--- src/rtl/phy_rx_destripe.sv ---
// phy_rx_destripe: receive-side 4-lane de-striper.
// A COM framing symbol sets the lane-0 boundary. Valid non-COM bytes are then
// distributed round-robin into lanes 0..3. Each completed group is presented
// on Out0..Out3 with a one-cycle valid pulse. A partial group that is broken
// by a COM or by an over-long idle gap is dropped, and align_err pulses.
//
// Ports:
//   clk, reset        clock; asynchronous active-high reset
//   data_in/valid_in  serial byte stream from the PHY
//   Out0..Out3        de-striped lane bytes (held while valid* = 0)
//   valid0..valid3    one-cycle pulse per completed group (all four equal)
//   aligned           1 while in the ALIGNED state
//   align_err         one-cycle pulse on a framing error
//   rx_groups, err_count  statistics counters, present only when
//                     PHY_RX_STATS_EN is defined
//
// Optional feature macro: PHY_RX_STATS_EN

// Per-lane storage. A byte is buffered as it arrives. On commit it is copied
// to the lane output. The lane that receives the group's last byte takes it
// straight from din, because that byte arrives on the commit edge itself.
module phy_rx_lane #(
  parameter int DATA_W = 8
) (
  input  logic              clk,
  input  logic              reset,
  input  logic              store,
  input  logic              commit,
  input  logic [DATA_W-1:0] din,
  output logic [DATA_W-1:0] dout
);
  logic [DATA_W-1:0] hold;

  always_ff @(posedge clk or posedge reset) begin
    if (reset) begin
      hold <= '0;
      dout <= '0;
    end else begin
      if (store)  hold <= din;
      if (commit) dout <= store ? din : hold;
    end
  end
endmodule

module phy_rx_destripe #(
  parameter int              DATA_W  = 8,
  parameter logic [DATA_W-1:0] COM_SYM = 8'hBC,
  parameter int              MAX_GAP = 8
) (
  input  logic              clk,
  input  logic              reset,
  input  logic [DATA_W-1:0] data_in,
  input  logic              valid_in,
  output logic [DATA_W-1:0] Out0,
  output logic [DATA_W-1:0] Out1,
  output logic [DATA_W-1:0] Out2,
  output logic [DATA_W-1:0] Out3,
  output logic              valid0,
  output logic              valid1,
  output logic              valid2,
  output logic              valid3,
  output logic              aligned,
`ifdef PHY_RX_STATS_EN
  output logic [15:0]       rx_groups,
  output logic [7:0]        err_count,
`endif
  output logic              align_err
);
  localparam int NUM_LANES = 4;
  localparam int IDX_W     = 2;
  localparam int GAP_W     = $clog2(MAX_GAP + 1);

  typedef enum logic {SEARCH, ALIGNED} state_t;

  state_t            state, state_n;
  logic [IDX_W-1:0]  idx, idx_n;
  logic [GAP_W-1:0]  gap_cnt, gap_n, gap_inc;
  logic              err_n, commit, take;
  logic              vld;
  logic [NUM_LANES-1:0][DATA_W-1:0] lane_out;

  wire is_com = valid_in && (data_in == COM_SYM);
  assign gap_inc = gap_cnt + GAP_W'(1);

  always_comb begin
    state_n = state;
    idx_n   = idx;
    gap_n   = '0;
    err_n   = 1'b0;
    commit  = 1'b0;
    take    = 1'b0;
    case (state)
      SEARCH: begin
        idx_n = '0;
        if (is_com) state_n = ALIGNED;
      end
      ALIGNED: begin
        if (valid_in && !is_com) begin
          // A valid byte always clears the gap counter. This covers the cycle
          // on which the counter would otherwise have reached MAX_GAP.
          take = 1'b1;
          if (idx == IDX_W'(NUM_LANES - 1)) begin
            commit = 1'b1;
            idx_n  = '0;
          end else begin
            idx_n = idx + IDX_W'(1);
          end
        end else if (is_com) begin
          // A COM at a group boundary is a harmless skip. Mid-group, it drops
          // the partial group.
          err_n = (idx != '0);
          idx_n = '0;
        end else if (idx != '0) begin
          if (gap_inc == GAP_W'(MAX_GAP)) begin
            err_n   = 1'b1;
            idx_n   = '0;
            state_n = SEARCH;
          end else begin
            gap_n = gap_inc;
          end
        end
      end
      default: state_n = SEARCH;
    endcase
  end

  always_ff @(posedge clk or posedge reset) begin
    if (reset) begin
      state     <= SEARCH;
      idx       <= '0;
      gap_cnt   <= '0;
      vld       <= 1'b0;
      align_err <= 1'b0;
    end else begin
      state     <= state_n;
      idx       <= idx_n;
      gap_cnt   <= gap_n;
      vld       <= commit;
      align_err <= err_n;
    end
  end

  for (genvar i = 0; i < NUM_LANES; i++) begin : g_lane
    phy_rx_lane #(.DATA_W(DATA_W)) u_lane (
      .clk    (clk),
      .reset  (reset),
      .store  (take && (idx == IDX_W'(i))),
      .commit (commit),
      .din    (data_in),
      .dout   (lane_out[i])
    );
  end

  assign Out0    = lane_out[0];
  assign Out1    = lane_out[1];
  assign Out2    = lane_out[2];
  assign Out3    = lane_out[3];
  assign valid0  = vld;
  assign valid1  = vld;
  assign valid2  = vld;
  assign valid3  = vld;
  assign aligned = (state == ALIGNED);

`ifdef PHY_RX_STATS_EN
  always_ff @(posedge clk or posedge reset) begin
    if (reset) begin
      rx_groups <= '0;
      err_count <= '0;
    end else begin
      if (vld) rx_groups <= rx_groups + 16'd1;
      if (align_err && err_count != 8'hFF) err_count <= err_count + 8'd1;
    end
  end
`endif
endmodule
--- config.mk ---
export PLATFORM = sky130hd
export DESIGN_NAME = phy_rx_destripe
export DESIGN_NICKNAME = d
export VERILOG_FILES = /design/src/rtl/phy_rx_destripe.sv
export SDC_FILE = /design/constraint.sdc
export NUM_CORES = 1
export LEC_CHECK = 0
export CAP_MARGIN = 20
export CORE_MARGIN = 4
export CORE_UTILIZATION = 30
export CTS_BUF_LIST = sky130_fd_sc_hd__clkbuf_4 sky130_fd_sc_hd__clkbuf_8 sky130_fd_sc_hd__clkbuf_16
export DETAILED_ROUTE_END_ITERATION = 12
export DONT_BUFFER_PORTS = 1
export SLEW_MARGIN = 20
export SYNTH_ARGS = -nofsm -noshare
export SYNTH_HDL_FRONTEND = slang
export SYNTH_SLANG_ARGS = --single-unit
--- constraint.sdc ---
create_clock -name clk -period 2.9 [get_ports clk]
set_clock_uncertainty 0.1 [all_clocks]
set_input_delay 0.58 -clock clk [delete_from_list [all_inputs] [get_ports clk]]
set_output_delay 0.58 -clock clk [all_outputs]
set_load 0.05 [all_outputs]
======== Yosys cells after proc, flatten, opt, wreduce, memory -nomap -nowiden ========
Index checks and enable logic that the tools add are counted.
word-level totals
  bits in registers ....................... 73
  bits in latches ......................... 0
  memory bits (writable) .................. 0
  ROM bits ................................ 0
  input bits .............................. 11
  output and inout bits ................... 38
  memories kept ........................... 0
cells by class
  $add $sub $neg .......................... 2
  multiply operators ...................... 0
  divide/modulo/power cells ............... 0
  $lt $le $gt $ge ......................... 0
  equal/unequal tests ..................... 7
  shift operators ......................... 0
  muxes and demuxes ....................... 31
  bitwise gates (word level) .............. 1
  reductions and logical operators ........ 10
operators with widths
  cell                 count
  $mux 8               4
  $mux 4               5
  $mux 1               15
  $mux 2               5
  $eq 8x8->1 const B   1
  $ne 4x1->1 const B   2
  $logic_and 1x1->1    6
  $add 4x1->4 const B  1
  $eq 2x2->1 const B   2
  $eq 4x4->1 const B   1
  $pmux 2 s2           1
  $add 2x1->2 const B  1
  $eq 2x1->1 const B   1
  $logic_not 2->1      1
  $pmux 1 s2           1
  $reduce_and 2->1     1
  $reduce_bool 2->1    1
  $logic_not 1->1      1
  $not 1->1            1

======== Logic depth before layout (Yosys ltp) ========
  depth in word-level cells ............... 8
  mapped depth ............................ 7
  mapped depth without buffers ............ 6

======== Hierarchy ========
From an unflattened synthesis, not the netlist that was laid out.
second synthesis, totals
  cell total of the unflattened synthesis .. 195
  area, all modules ....................... 3201.8 µm²
by module, submodules not included
  module           instances  cells an instance  area each (µm²)  seq. area each (µm²)
  phy_rx_lane      4          35                 660.6            400.4
  phy_rx_destripe  1          55                 559.3            225.2

======== Least setup slack after synthesis ========
No wires, ideal clock.
  path kind ............................... input to register
  start point ............................. in data_in[3]
  end point ............................... reg g_lane[3].u_lane.dout[0]
  library setup time ...................... 0.125 ns
  arrival time ............................ 1.766 ns
  required time ........................... 2.675 ns
  setup slack ............................. 0.909 ns
  cell stages on the path ................. 6
  buffers on the path ..................... 3
  path through ............................ buf_2 -> and4b_4 -> a211o_1 -> buf_6 -> buf_6 -> mux2_4
between the ends
  cells in the longest elaborated chain, start to end .. 8
  elaborated cells between the ends (all ways) .. 10
  classes of those cells .................. eq/ne: 1; mux: 5; reduce/logical: 4
ends and longest elaborated chain
  element               RTL line  text
  from (decl)           52        input logic [DATA_W-1:0] data_in,
  $eq 8x8->1 *          82        wire is_com = valid_in && (data_in == COM_SYM);
  $logic_and 1x1->1 *   82
  $logic_not 1->1 *     98        if (valid_in && !is_com) begin
  $logic_and 1x1->1 *   98
  $mux 1                98
  $mux 1                92        case (state)
  $logic_and 1x1->1     147       .store (take && (idx == IDX_W'(i))),
  $mux 8                40        if (commit) dout <= store ? din : hold;
  to (signal assigned)  40
  to (decl)             30        output logic [DATA_W-1:0] dout
Every way passes the cells marked *; elsewhere a longest branch is shown, timed or not.
A chain may end at the register's enable or synchronous reset.

======== Final worst setup path ========
  start point ............................. reg vld, in the netlist valid0
  end point ............................... out valid0
RTL lines
  element                 RTL line  text
  from (decl)             79        logic vld;
  from (signal assigned)  138       vld <= commit;
  to (decl)               58        output logic valid0,
No word-level cell between the ends.

==> qor.csv <==
metric,value,unit
status,finished clean,
crit_fanout,4,
ys_async_sr_fraction,100,%
wl_met1,2700,um
highest_layer,met4,
dpl_cell_area,0.00307,mm^2
worst_slew_pin_slew,0.938,ns
synth_ff_type,dfrtp_1,
p_switching,1790,uW
reg2regPathDepth,5,
fin_area,0.00327,mm^2
first_iter_violations,59,
gp_congestion,0.772,
syn_area_per_cell,12.2,um^2
fin_crit_sh,69.2,%
synth-edff-count,0,
p_int,2220,uW
p_total,4000,uW
fin_crit,2.01,ns
portBuffers,0,
routed_wirelength,6030,um
cts_buffers,9,
clk_pin_slew_worst_paths,0.07,ns
hp-class,in -> async,
switching_share,44.7,%
start_util,31.3,%
ctsRootBufferMaster,clkbuf_8,
max-clock-path-buffers,2,
cts.sinks,65,
dp_slack,0.918,ns
area_growth,10.9,%
cp.arrival,1.33,ns
die_h,107,um
syn_area,0.00294,mm^2
layout_setup_ws,0.892,ns
ir_drop,314,uV
h-tree-depth,3,
synth.distinct_cells,40,
power.leakage,0.00144,uW
pwr-share-seq,57.7,%
routed_via_density,4.74,
reg2reg_to,align_err,
layout_commonest_cell,dfrtp_1,
fin_util,34.7,%
hold_buffers,0,
grt_pass1_vias,1782,
grt_max_degree,42,
synth-seq-area-share,55.2,%
finalSetupViolCount,0,
critPathCaptureType,primary output,
power_density,1230,mW/mm^2
drt-pass1-iter-count,4,
worst_skew_pair.late_latency,0.33,ns
rr_startpoint,gap_cnt[0],
rsz0062_at_grt,no,
maxCapViolations,0,
clkPwrFrac,19.2,%
fin_nets,254,
nFillCells,935,
ys_ff_latch,65,
rrSetupSlack,0.95,ns
fmax,498,MHz
criticalPathCategory,reg -> out,
cts_tree,yes,
tns,0,ns
wl_met3,378,um
die_area,0.0115,mm^2
die_w,107,um
pwr-share-comb,23.1,%
cts_setup_buffers,0,
vias,1759,
io_pins,49,
n_antenna_cell,0,
rows,35,
layout_common_cells,"64 x dfrtp_1, 31 x nand2_1, 29 x mux2_2",
synthCells,241,
synthesis.nets,258,
track_usage,11.5,%
wire_per_inst,16.3,um
dpl.hpwl,4420,um
hold_viol_final,0,
drc,0,
antenna_left,0,
cts_resized,0,
startpoint_type,flip-flop,
coreArea,0.00942,mm^2
final_layout_size_suffix_gt1_share,25.6,%
grt_pass1_wl,10100,um
route.met2.wl,2820,um
required,2.22,ns
yosys_warnings,0,
antenna_found_initial,0,
maxSlewViolCount,0,
grt.overflow.total,0,
relSlewSlack,37.6,%
[registers in the layout, indices dropped and copies added, names as in the netlist]
signal              flops
g_lane.u_lane.dout     32
g_lane.u_lane.hold     24
gap_cnt                 4
idx                     2
align_err               1
aligned                 1
valid0                  1
[cells by family after synthesis]
| logic type | count (synthesis) | synth area share, % |
|---|---|---|
| DFF | 65 | 55.2 |
| muxes | 56 | 20.8 |
| and+or+nand+nor | 48 | 8.41 |
| AOI/OAI and AO/OA | 38 | 7.57 |
| buffers and inverters | 27 | 5.14 |
| adders and majority gates | 6 | 2.55 |
| xor gates and xnor gates | 1 | 0.298 |
[cell type report]
type                       instances  area [um^2]  area share, %
sequential                        65         1630           49.8
multi-input combinational        149         1170           35.7
tap                              129          161           4.94
clock buffer                      11          145           4.44
timing repair buffer               7         90.1           2.76
clock inverter                     5         55.1           1.69
inverter                           5         18.8          0.575
[cells in the mapped netlist (3+ instances only)]
cell type | instances | area share, %
mux2_4 | 3 | 1.5
nand3_1 | 3 | 0.51
buf_2 | 6 | 1.0
buf_6 | 3 | 1.1
clkbuf_1 | 4 | 0.51
o21ai_0 | 20 | 3.4
nand2_1 | 31 | 4.0
dfrtp_1 | 65 | 55
inv_1 | 5 | 0.64
mux2i_1 | 24 | 8.2
o21ai_1 | 5 | 0.85
buf_4 | 5 | 1.3
mux2_2 | 29 | 11
buf_1 | 3 | 0.38
ha_1 | 6 | 2.5
[layer usage]
metal  vias to the layer above  GRT usage, %
met2                        31          17.9
met3                        10          3.73
met4                         0          5.75
met1                       884          14.1
li1                        834             -
met5                         -             0
[stage by stage]
step                instances  hold WS [ns]
floorplan                 241         0.379
global placement          355         0.386
CTS                       371         0.105
detailed placement        355         0.393
global route              371         0.122
finish                    371        0.0798
[power groups by stage]
stage               sequential, uW  clock (uW)  combinational [uW]
floorplan                     2210           0                 813
global placement              2330           0                 924
detailed placement            2340           0                 946
CTS                           2320         785                 944
global route                  2370         823                1050
finish                        2310         768                 926
[worst max path at each step]
stage / from / endpoint / slack (ns) / depth (start not counted)
after floorplan: reset / align_err / 0.59 / 1
after global placement: data_in[0] / g_lane[3].u_lane.dout[2] / 0.93 / 4
after detailed placement: data_in[6] / g_lane[3].u_lane.dout[1] / 0.92 / 4
after CTS: valid0 / valid0 / 0.88 / 0
after global routing: gap_cnt[0] / align_err / 0.85 / 5
final: valid0 / valid0 / 0.89 / 0
Note: power is estimated with default switching activity, not from simulation.
